`config.mk`:
```
export PLATFORM = sky130hd
export DESIGN_NAME = position_decoder_acc
export DESIGN_NICKNAME = d
export VERILOG_FILES = /design/src/rtl/posdec_pkg.sv /design/src/rtl/posdec_expand.sv /design/src/rtl/position_decoder_acc.sv
export SDC_FILE = /design/constraint.sdc
export NUM_CORES = 1
export LEC_CHECK = 0
export ABC_AREA = 1
export CORE_MARGIN = 1
export CORE_UTILIZATION = 38
export CTS_BUF_LIST = sky130_fd_sc_hd__clkbuf_4 sky130_fd_sc_hd__clkbuf_8
export CTS_CLUSTER_DIAMETER = 80
export DETAILED_ROUTE_END_ITERATION = 10
export GPL_TIMING_DRIVEN = 1
export PLACE_DENSITY = 0.55
export SLEW_MARGIN = 25
export SYNTH_ARGS = -nofsm -noshare
export SYNTH_HDL_FRONTEND = slang
export SYNTH_SLANG_ARGS = --single-unit
```
`constraint.sdc`:
```
create_clock -name clk -period 4.2 [get_ports clk]
set_clock_uncertainty 0.15 [all_clocks]
set_input_delay 0.63 -clock clk [delete_from_list [all_inputs] [get_ports clk]]
set_output_delay 0.63 -clock clk [all_outputs]
set_load 0.1 [all_outputs]
```
`src/rtl/posdec_pkg.sv`:
```
// Shared types and sizes for the streaming position decoder.
// POSDEC_THERMO_EN selects thermometer decode in posdec_expand.
package posdec_pkg;

  localparam int WIDTH = 16;
  localparam int POS_W = $clog2(WIDTH);
  localparam int CNT_W = POS_W + 1;

  typedef logic [POS_W-1:0] pos_t;
  typedef logic [WIDTH-1:0] word_t;
  typedef logic [CNT_W-1:0] cnt_t;

  typedef enum logic [1:0] {
    IDLE,
    ACCUM,
    HOLD
  } state_t;

endpackage

```
`src/rtl/posdec_expand.sv`:
```
// Expands a bit position into a mask plus an out-of-range flag.
// POSDEC_THERMO_EN: thermometer mask (bits 0..pos), else one-hot.
module posdec_expand
  import posdec_pkg::*;
(
  input  logic [POS_W-1:0] i_pos,
  output logic [WIDTH-1:0] o_dec,
  output logic             o_oor
);

  assign o_oor = (32'(i_pos) >= 32'(WIDTH));

`ifdef POSDEC_THERMO_EN
  assign o_dec = o_oor ? '0
               : word_t'((32'd2 << i_pos) - 32'd1);
`else
  assign o_dec = o_oor ? '0
               : word_t'(32'd1 << i_pos);
`endif

endmodule

```
`src/rtl/position_decoder_acc.sv`:
```
// Rebuilds a data word from a stream of bit positions, one frame per word.
// POSDEC_THERMO_EN switches to thermometer decode without duplicate checks.
module position_decoder_acc
  import posdec_pkg::*;
(
  input  logic             clk,
  input  logic             rst_n,
  input  logic             in_valid,
  output logic             in_ready,
  input  logic [POS_W-1:0] in_pos,
  input  logic             in_last,
  output logic             out_valid,
  input  logic             out_ready,
  output logic [WIDTH-1:0] out_data,
  output logic [CNT_W-1:0] out_count,
  output logic             out_err
);

  localparam cnt_t CNT_MAX = '1;

  state_t r_state;
  state_t w_state_n;

  word_t r_acc;
  cnt_t  r_cnt;
  logic  r_err;
  logic  r_valid;
  word_t r_data;
  cnt_t  r_count;
  logic  r_oerr;

  word_t w_dec;
  logic  w_oor;
  logic  w_dup;
  logic  w_acc_beat;
  word_t w_acc_n;
  cnt_t  w_cnt_n;
  logic  w_err_n;

  posdec_expand u_expand (
    .i_pos (in_pos),
    .o_dec (w_dec),
    .o_oor (w_oor)
  );

  assign in_ready   = (r_state != HOLD);
  assign w_acc_beat = in_valid && in_ready;

`ifdef POSDEC_THERMO_EN
  assign w_dup = 1'b0;
`else
  assign w_dup = |(r_acc & w_dec);
`endif

  assign w_acc_n = r_acc | w_dec;
  assign w_cnt_n = (r_cnt == CNT_MAX) ? r_cnt
                 : r_cnt + cnt_t'(1);
  assign w_err_n = r_err | w_dup | w_oor;

  always_comb begin
    w_state_n = r_state;
    unique case (r_state)
      IDLE: begin
        if (w_acc_beat)
          w_state_n = in_last ? HOLD : ACCUM;
      end
      ACCUM: begin
        if (w_acc_beat && in_last)
          w_state_n = HOLD;
      end
      HOLD: begin
        if (r_valid && out_ready)
          w_state_n = IDLE;
      end
      default: w_state_n = IDLE;
    endcase
  end

  always_ff @(posedge clk or negedge rst_n) begin
    if (!rst_n) begin
      r_state <= IDLE;
      r_acc   <= '0;
      r_cnt   <= '0;
      r_err   <= 1'b0;
      r_valid <= 1'b0;
      r_data  <= '0;
      r_count <= '0;
      r_oerr  <= 1'b0;
    end else begin
      r_state <= w_state_n;
      if (w_acc_beat) begin
        if (in_last) begin
          r_data  <= w_acc_n;
          r_count <= w_cnt_n;
          r_oerr  <= w_err_n;
          r_valid <= 1'b1;
          r_acc   <= '0;
          r_cnt   <= '0;
          r_err   <= 1'b0;
        end else begin
          r_acc <= w_acc_n;
          r_cnt <= w_cnt_n;
          r_err <= w_err_n;
        end
      end else if (r_valid && out_ready) begin
        r_valid <= 1'b0;
      end
    end
  end

  assign out_valid = r_valid;
  assign out_data  = r_data;
  assign out_count = r_count;
  assign out_err   = r_oerr;

endmodule

```
-- Word level (Yosys, flattened, before mapping)
Cells that the tools add are included.
- memories kept: 0
- word-level logic and storage cells: 42
- bits of input ports: 9
- bits in latches: 0
- bits in registers: 47
- memory bits (read-only): 0
- output and inout port bits: 24
- memory bits (writable): 0
- reductions and logical operators: 9
- add/subtract/negate cells: 1
- mux-type cells: 12
- divide/modulo/power cells: 0
- magnitude comparators: 0
- eq/ne operators: 8
- bitwise logic cells: 3
- shifts and indexed selects: 1
- multipliers: 0
- operators by type and width (cell ; count):
    16-bit bitwise AND ; 1
    16-bit two-way mux ; 1
    16-bit OR ; 1
    16-bit OR reduction ; 1
    1-bit by 4-bit << shifter with 16-bit output (first input constant) ; 1
    5-bit two-way mux ; 2
    2-bit inequality test (second input constant) ; 5
    2-bit two-way mux ; 4
    2-bit case mux with 3 select lines ; 1
    5-bit by 1-bit adder with 5-bit output (second input constant) ; 1
    5-bit equality test (second input constant) ; 1
    1-bit two-way mux ; 4
    2-bit AND reduction ; 2
    1-bit logical AND ; 3
    3-bit AND reduction ; 1
    2-bit by 1-bit equality test with 1-bit output (second input constant) ; 1
    2-bit equality test (second input constant) ; 1
    2-bit zero test ; 1
    2-bit nonzero test ; 1
    1-bit OR ; 1

-- Logic depth before layout (Yosys ltp)
- word-level depth: 5
- gate-level depth with buffers: 9
- depth with buffers taken out: 9

-- Modules after synthesis
Synthesis repeated with hierarchy kept, for this count alone.
- cell total of the unflattened synthesis: 259
- area total of the unflattened synthesis: 2234.6 µm²
- modules (own cells, without submodules) (module ; sequential area each (µm²) ; area an instance (µm²) ; cells each ; times used):
    position_decoder_acc ; 1176.1 ; 2097.0 ; 227 ; 1
    posdec_expand ; 0.0 ; 137.6 ; 32 ; 1

-- Worst setup path after synthesis
No wires, ideal clock.
- kind: register to register
- start: reg r_state[0]
- end: reg r_count[3] (netlist: out_count[3])
- buffers on the path: 1
- setup time: 0.129 ns
- stages on the path, launching flop included: 9
- path slack: 2.426 ns
- period minus slack after synthesis: 1.774 ns
- data required time: 3.921 ns
- arrival: 1.495 ns
- cells stage by stage: dfrtp_1 > inv_2 > nand2_2 > nand2_4 > nor2_8 > inv_2 > buf_2 > nand2_1 > o21ai_0
- longest elaborated chain between the ends: 3
- ends and longest elaborated chain (item ; line ; text):
    from (decl) ; position_decoder_acc.sv:21 ; state_t r_state;
    from (signal assigned) ; position_decoder_acc.sv:90 ; r_state <= w_state_n;
    2-bit inequality test ; position_decoder_acc.sv:46 ; assign in_ready = (r_state != HOLD);
    net in_ready ; position_decoder_acc.sv:9 ; output logic in_ready,
    1-bit logical AND ; position_decoder_acc.sv:47 ; assign w_acc_beat = in_valid && in_ready;
    2-bit AND reduction (no source line) ; - ;
    to (signal assigned) ; position_decoder_acc.sv:94 ; r_count <= w_cnt_n;
    to (decl) ; position_decoder_acc.sv:29 ; cnt_t r_count;
The timed path passes the listed nets, and every way through them passes these cells.
A chain may end at the register's enable or synchronous reset.

-- Worst setup path after layout
- start: reg r_state[0]
- end: out in_ready
- longest elaborated chain between the ends: 1
- ends and longest elaborated chain (item ; line):
    2-bit inequality test ; position_decoder_acc.sv:46
    to (decl) ; position_decoder_acc.sv:9
No other way between the ends.

==> flow_metrics.py <==
metrics = {
    "outcome": {
        "status": "finished clean",
    },
    "logic_synthesis": {
        "async_flop_share_pct": 100.0,
        "yosys.area.top_type": "dfrtp_1",
        "synth_top_area_share_pct": 51.45,
        "synth_nets": 290,
        "synth_area_um2": 2286,
        "netlist_top_cells_count": "nand2_1 (75), dfrtp_1 (47), o21ai_0 (28)",
        "synth_edf_count": 0,
        "yosysWarnings": 0,
        "dominantRegCellSynth": "dfrtp_1",
        "synth_area_leaders": "dfrtp_1 (51%), nand2_1 (12%), o21ai_0 (6.1%)",
        "synth-seq-cells": 47,
        "synthDistinctLibCells": 27,
        "yosysSeqAreaShare_pct": 51.45,
        "synth.most_common_cell": "nand2_1",
        "syn_inst": 280,
        "syn_avg_cell_area_um2": 8.164,
    },
    "sta": {
        "max_slew_margin_pct": 35.26,
        "finalSetupViolCount": 0,
        "rsz0062_at_grt": "false",
        "fin_crit_sh_pct": 65.44,
        "final_max_slew_viol_count": 0,
        "fin_setup_tns_ns": 0,
        "post-route-min-period_ns": 2.749,
        "hold_viol": 0,
        "fmax_ghz": 0.3638,
        "worstMarginPinSlew_ns": 0.9680,
    },
    "clock_network": {
        "cts_buffers": 5,
        "clock-sinks": 47,
        "hold_buffers": 0,
        "cts-root-buf": "clkbuf_8",
        "clockBufferDepth": 2,
        "post-cts-setup-buffers": 0,
        "ctsResizeCount": 0,
        "clock_latency_ns": 0.30,
        "path_clk_slew_ns": 0.08,
        "cts_tree": "built",
        "htreeDepth": 2,
    },
    "floorplan": {
        "die_w_um": 79.56,
        "chipHeight_um": 79.56,
        "start_util_pct": 40.52,
        "core-area_um2": 5642,
        "io_pins": 33,
        "dieArea_um2": 6330,
        "row_count": 27,
    },
    "placed_design": {
        "place_inst": 372,
        "portBuffers": 32,
        "hpwlAfterDp_um": 3251,
        "routabilityCongestion": 0.7770,
    },
    "power_and_ir_drop": {
        "p_leak_uw": 0.001286,
        "intPower_uw": 916.3,
        "seqPwrFrac_pct": 32.6,
        "p_comb_share_pct": 54.4,
        "swShare_pct": 53.85,
        "netSwitchingPower_uw": 1069,
        "ir_drop_v": 0.0004317,
        "cellPowerDensity_nw_per_um2": 738.8,
        "pwr-share-clk_pct": 13.0,
    },
    "drt": {
        "postRouteAntennaNets": 0,
        "totalWireLength_um": 4890,
        "drc_errors": 0,
        "vias": 1858,
        "via_per_inst": 4.915,
        "avgRoutedWirePerCell_um": 12.94,
        "drt_iter0_markers": 142,
        "firstDrtPassIters": 4,
    },
    "final_layout": {
        "seqCellArea_um2": 1176,
        "num-nets-final": 317,
        "n_antenna_cell": 0,
        "fin_util_pct": 47.64,
        "fin_cells": 378,
        "layout-drive-gt1-share_pct": 7.843,
        "multi_input_area_um2": 918.4,
        "syn2layout_area_growth_pct": 17.57,
        "fillers": 571,
    },
    "critical_path": {
        "path_cells": "inv_2, nand2_2, clkdlybuf4s50_1",
        "cp_top_family": "buffers and inverters",
        "cp_slowest_stage_delay_ns": 1.13,
        "cp.required_ns": 3.42,
        "worstPathMaxFanout": 4,
        "critPathKind": "flip-flop to output port",
        "crit_path_top_delay_cell": "clkdlybuf4s50_1",
        "critPathCaptureType": "output port",
        "crit_buf_inv": 2,
        "crit_path_start_kind": "flip-flop",
        "crit_arrival_ns": 1.97,
    },
    "grt": {
        "antenna_found_initial": 0,
        "busiest_layer": "met2",
        "grtUsageTotal_pct": 17.28,
        "grt_pass1_vias": 1707,
        "met3_usage_pct": 3.886,
        "grt_pass1_wl_um": 8355,
        "met2_usage_pct": 25.64,
        "grt-ovfl-total": 0,
        "grt_max_degree": 48,
        "grt_use_met1_pct": 25.07,
    },
    "job": {
        "drv_cap": 0,
    },
    "hold_path": {
        "worstHoldPathType": "input port to asynchronous set/reset pin",
    },
}
[layout make-up]
type	instances	share of cell area, %
Clock buffer	5	2.561
Clock inverter	1	0.2793
Inverter	29	4.050
Multi-Input combinational cell	192	34.17
Sequential cell	47	43.76
Tap cell	72	3.352
Timing Repair Buffer	32	11.82
[final timing paths]
check,from,end,slack (ns),cells past startpoint
min reg2reg,out_data[12]$_DFFE_PN0P_,out_data[12]$_DFFE_PN0P_,0.33,2
max reg2reg,r_state[0]$_DFFE_PN0P_,r_state[1]$_DFFE_PN0P_,2.27,8
max,r_state[0]$_DFFE_PN0P_,in_ready,1.45,3
max in group asynchronous,rst_n,r_acc[14]$_DFFE_PN0N_,3.30,1
min,rst_n,out_count[0]$_DFFE_PN0P_,0.19,1
min in group clk,out_data[12]$_DFFE_PN0P_,out_data[12]$_DFFE_PN0P_,0.33,2
[logic make-up after synthesis]
logic type	synth area share (%)
XOR/XNOR	0.3832
flip-flops	51.45
adder cells (fa/ha/maj)	0.5473
AO/OA/AOI/OAI	10.78
AND/OR/NAND/NOR	28.46
buffers and inverters	8.373
[cells in the final DEF (no fill, tap or decap)]
cell type,n
inv_2,6
nand2_2,3
o21bai_1,2
nand3_1,25
nor2_8,1
dfrtp_1,47
nand2_1,75
o21ai_1,12
clkbuf_8,5
o22ai_1,1
clkdlybuf4s50_1,31
xor2_1,1
buf_4,1
a21oi_1,2
nor2_4,1
ha_1,1
nand4_1,8
nor3b_1,1
o21ai_0,28
clkinvlp_4,1
inv_1,23
nand3_2,2
nor2_2,3
nor2_1,23
a211oi_1,2
nand2_4,1
[layer usage]
| layer | share of wire [%] | wire length, um |
|---|---|---|
| met1 | 53 | 2584 |
| met5 | 0 | 0 |
| met4 | 1.1 | 55 |
| met2 | 42 | 2070 |
| met3 | 3.7 | 180 |
[power by group through the flow]
stage	Sequential [uW]	Clock (uW)	Combinational [uW]
final	647	257	1080
after global routing	663	285	1140
after CTS	648	269	1090
after detailed placement	656	0	1080
after global placement	654	0	1080
after floorplan	1210	0	285
[through the flow]
stage	cell area [um^2]	hold WS, ns	setup slack [ns]	total power (uW)
floorplan	2286	0.1844	2.426	1499
global placement	2609	0.3132	1.440	1738
detailed placement	2611	0.3118	1.398	1740
CTS	2688	0.2127	1.445	2005
global route	2688	0.2295	1.382	2093
finish	2688	0.1861	1.451	1986
[sequential cells by signal (all words and copies together), names as in the netlist]
name,flops
out_count,5
out_data,16
out_err,1
out_valid,1
r_acc,16
r_cnt,5
r_err,1
r_state,2
Note: power is estimated with default switching activity, not from simulation.
==> variant 1 (same settings) <==
Add a define of `POSDEC_THERMO_EN`.
--- a/src/rtl/posdec_expand.sv
+++ b/src/rtl/posdec_expand.sv
@@ -1,5 +1,7 @@
 // Expands a bit position into a mask plus an out-of-range flag.
 // POSDEC_THERMO_EN: thermometer mask (bits 0..pos), else one-hot.
+`define POSDEC_THERMO_EN
+
 module posdec_expand
   import posdec_pkg::*;
 (
Function: changed (a bounded check fails within 4 cycles, from zero or initial values and one cycle with rst_n low).
==> variant 1 against the original RTL <==
  * Design area decreased by 6.6%
  * Sequential cell count shrank 3
  * Worst setup slack got worse by 0.010 ns
  * Routed wire length down 13%
  * Area after synthesis fell by 9.9%
  * Critical endpoint unchanged
  * Highest routed layer unchanged
Power is left out: the tool's default activity adds up to more than one toggle a clock period on the data nets, which glitch-free logic cannot reach.
==> variant 1: results (changes against the original RTL) <==
metric;value;unit;change
outcome;complete, no violations;;
worst_setup_path_endpoint;in_ready;;
cts_root_buf;sky130_fd_sc_hd__clkbuf_8;;
seq_total_area_yosys;53.43;%;+2.0 points
place.detailed.hpwl;2960;µm;-9.0%
worstHoldPathType;input pin to async pin;;
grt_usage;17.31;%;+0.027 points
numPortBuffers;31;;-3.1%
synth_cells;259;;-7.5%
fin_crit_sh;65.69;%;+0.24 points
ctsHtreeMaxLevel;2;;unchanged
worst_path_max_delay_cell;sky130_fd_sc_hd__clkdlybuf4s50_1;;
drt_pass1_iterations;4;;unchanged
worstSetupPathDepth;3;;unchanged
yosys_warns;0;;unchanged
routed_via_count_divided_by_cell_count;4.774;;-2.9%
most_instantiated_flip_flop_cell_in_the_synthesis_netlist;sky130_fd_sc_hd__dfrtp_1;;
cts-resized-gates;0;;unchanged
synthTopCellsByCount;sky130_fd_sc_hd__nand2_1, sky130_fd_sc_hd__dfrtp_1, sky130_fd_sc_hd__inv_1;;
worst-path-max-fanout;3;;-1
grt_antenna_before_repair;0;;unchanged
yosys-top-cells-area;sky130_fd_sc_hd__dfrtp_1, sky130_fd_sc_hd__nand2_1, sky130_fd_sc_hd__inv_1;;
drt-total-wl;4260;µm;-13%
pin_count_of_the_biggest_net_entering_global_routing;45;;-6.3%
syn_nets;270;;-6.9%
number_of_global_route_vias_before_repair;1635;;-4.2%
reg2reg_to;r_acc[11]$_DFFE_PN0P_;;
drtIter0Drc;60;;-58%
grt_pass1_wl;7238;µm;-13%
critical_path.top_delay_family;buffers and inverters;;
critical_path.max_stage_delay;1.12;ns;
layout-area-overhead-vs-synth;21.80;%;
layout.nets;300;;-5.4%
layout.cells.non_filler;359;;-5.0%
dpl-instance-area;0.002411;mm²;-7.7%
largest_register_ff_count;16;;
setup.reg_to_reg.worst_slack;2.10;ns;-0.17 ns
worst_reg2reg_path_depth;8;;unchanged
cts.reportedPaths.clkPinSlew;0.08;ns;about the same
worst-slew-pin-transition;0.9753;ns;+0.007263 ns
layout.filler_cells;520;;-8.9%
crit_path_start;r_state[0]$_DFFE_PN0P_;;
post-cts-setup-buffers;0;;unchanged
synth_cell_types;23;;-15%
fraction_of_layout_instances_using_a_drive_strength_above_1;5.190;%;-2.7 points
worstSkewPairLatency;0.30;ns;about the same
synth-async-reset-ratio;100.0;%;unchanged
gp_congestion;0.7950;;+2.3%
place.detailed.instances;352;;-5.4%
## variant 1: cell count changes after synthesis, sizes merged, moves of 2 or more
cell    unedited run  this run
o21bai             2         0
o21ai             40        26
nor2              28        26
clkbuf             2         0
inv               29        37
nand2             79        76
a21oi              2         8
dfrtp             47        44
or2                0         2
nand3             27        18
nand4              8         2
## variant 1: metal layers
layer  vias to the layer above  track usage, %  wire length (µm)
li1                        871               -                 -
met1                       803           22.23              2096
met2                        34           28.17              1957
met3                         6           4.762               152
met4                         0           6.173                55
met5                         -               0                 0
## variant 1: worst min path at each step
stage | end | slack, ns | depth (start not counted)
floorplan | out_count[0]$_DFFE_PN0P_ | 0.18 | 0
global placement | out_data[0]$_DFFE_PN0P_ | 0.30 | 1
finish | r_state[1]$_DFFE_PN0P_ | 0.16 | 1
detailed placement | out_data[0]$_DFFE_PN0P_ | 0.31 | 1
CTS | out_data[0]$_DFFE_PN0P_ | 0.33 | 1
global route | r_state[1]$_DFFE_PN0P_ | 0.21 | 1
## variant 1: cell families (layout without fill, tap and decap cells)
logic type | Yosys count | after routing | share of synthesized area (%)
other | 1 | 1 | 0.1820
AND/OR/NAND/NOR | 124 | 124 | 24.29
AO/OA/AOI/OAI | 42 | 42 | 11.72
buffers and inverters | 46 | 76 | 9.168
flip-flops | 44 | 44 | 53.43
adder cells (fa/ha/maj) | 2 | 2 | 1.214
## variant 1: area by class of cell
type | instances | area share, %
clock buffers | 7 | 3.838
inverters | 37 | 5.533
multi-input cells | 169 | 30.71
flip-flops and latches | 44 | 43.87
well taps | 70 | 3.490
repair buffers | 32 | 12.56
==> variant 2 (config.mk and constraints unchanged) <==
Made on the original files. Re-encode `state_t` (3 states) as one-hot, 3 bits wide.
--- a/src/rtl/posdec_pkg.sv
+++ b/src/rtl/posdec_pkg.sv
@@ -10,10 +10,10 @@
   typedef logic [WIDTH-1:0] word_t;
   typedef logic [CNT_W-1:0] cnt_t;
 
-  typedef enum logic [1:0] {
-    IDLE,
-    ACCUM,
-    HOLD
+  typedef enum logic [2:0] {
+    IDLE  = 3'b001,
+    ACCUM = 3'b010,
+    HOLD  = 3'b100
   } state_t;
 
 endpackage
Behaviour: no difference found for any inputs over 4 cycles, from zero or initial values and one cycle with rst_n low; so few cycles prove little.
==> variant 2 against the original RTL <==
  * Design area increased by 2.8%
  * Routed wire length down 1.7%
  * Total power is 25% lower
  * Highest routed layer unchanged
  * Worst setup slack worse by 0.13 ns
  * Cell count grew 0.26%
  * Sequential power is 12% lower
  * Sequential cell count grew 1
  * Critical endpoint unchanged
  * Area after synthesis increased by 1.9%
==> variant 2: results (changes against the original RTL) <==
metric;value;unit;change
total_leakage_power;1.290;nW;+0.31%
number_of_global_route_vias_before_repair;1729;;+1.3%
crit_path_start;r_state[0]$_DFFE_PN1P_;;
max_fclk;347.4;MHz;-4.5%
place.detailed.instances;371;;-0.27%
num-multi-input-gates;185;;-3.6%
fraction_of_layout_instances_using_a_drive_strength_above_1;11.18;%;+3.3 points
groute.layer.met2.usage;25.13;%;-0.51 points
critical_path_arrival;2.10;ns;+0.13 ns
place.detailed.hpwl;3230;µm;-0.66%
met3RoutedLength;161;µm;-11%
buffer_area_share;11.68;%;-0.15 points
wl_met1;2502;µm;-3.2%
outcome;complete, no violations;;
grt_usage;16.76;%;-0.52 points
synthXorXnorAreaFrac;0.7519;%;+0.37 points
detailroute.wirelength.met2;2111;µm;+2.0%
syn_avg_cell_area;8.441;µm²;+3.4%
layout.nets;313;;-1.3%
finish.utilization;46.68;%;-0.96 points
reg2reg_to;out_err$_DFFE_PN0P_;;
syn_nets;286;;-1.4%
detailroute.via_count;1853;;-0.27%
synthTopCellsByCount;sky130_fd_sc_hd__nand2_1, sky130_fd_sc_hd__dfrtp_1, sky130_fd_sc_hd__inv_1, sky130_fd_sc_hd__nor2_1, sky130_fd_sc_hd__o21ai_1;;
clk_share;4.120;%;+1.3 points
synth-compound-area-share;12.03;%;+1.2 points
inv_count;30;;+3.4%
multi_input_gate_share_of_total_cell_area;33.14;%;-1.0 points
hold_ws;0.2817;ns;+0.09558 ns
[variant 2: cell types whose count changed in the layout (fill, tap and decap cells not counted), moves of 2 or more]
| cell | change |
|---|---|
| sky130_fd_sc_hd__nor2_1 | -2 |
| sky130_fd_sc_hd__o21bai_1 | -2 |
| sky130_fd_sc_hd__nand2_2 | -2 |
| sky130_fd_sc_hd__inv_2 | +2 |
| sky130_fd_sc_hd__o21ai_0 | -19 |
| sky130_fd_sc_hd__a211oi_1 | -2 |
| sky130_fd_sc_hd__nand4_1 | +2 |
| sky130_fd_sc_hd__inv_1 | -2 |
| sky130_fd_sc_hd__a211oi_2 | +2 |
| sky130_fd_sc_hd__a21oi_1 | +8 |
| sky130_fd_sc_hd__nand3_1 | -11 |
| sky130_fd_sc_hd__a31oi_1 | +4 |
| sky130_fd_sc_hd__o21ai_1 | +9 |
| sky130_fd_sc_hd__clkbuf_4 | +2 |
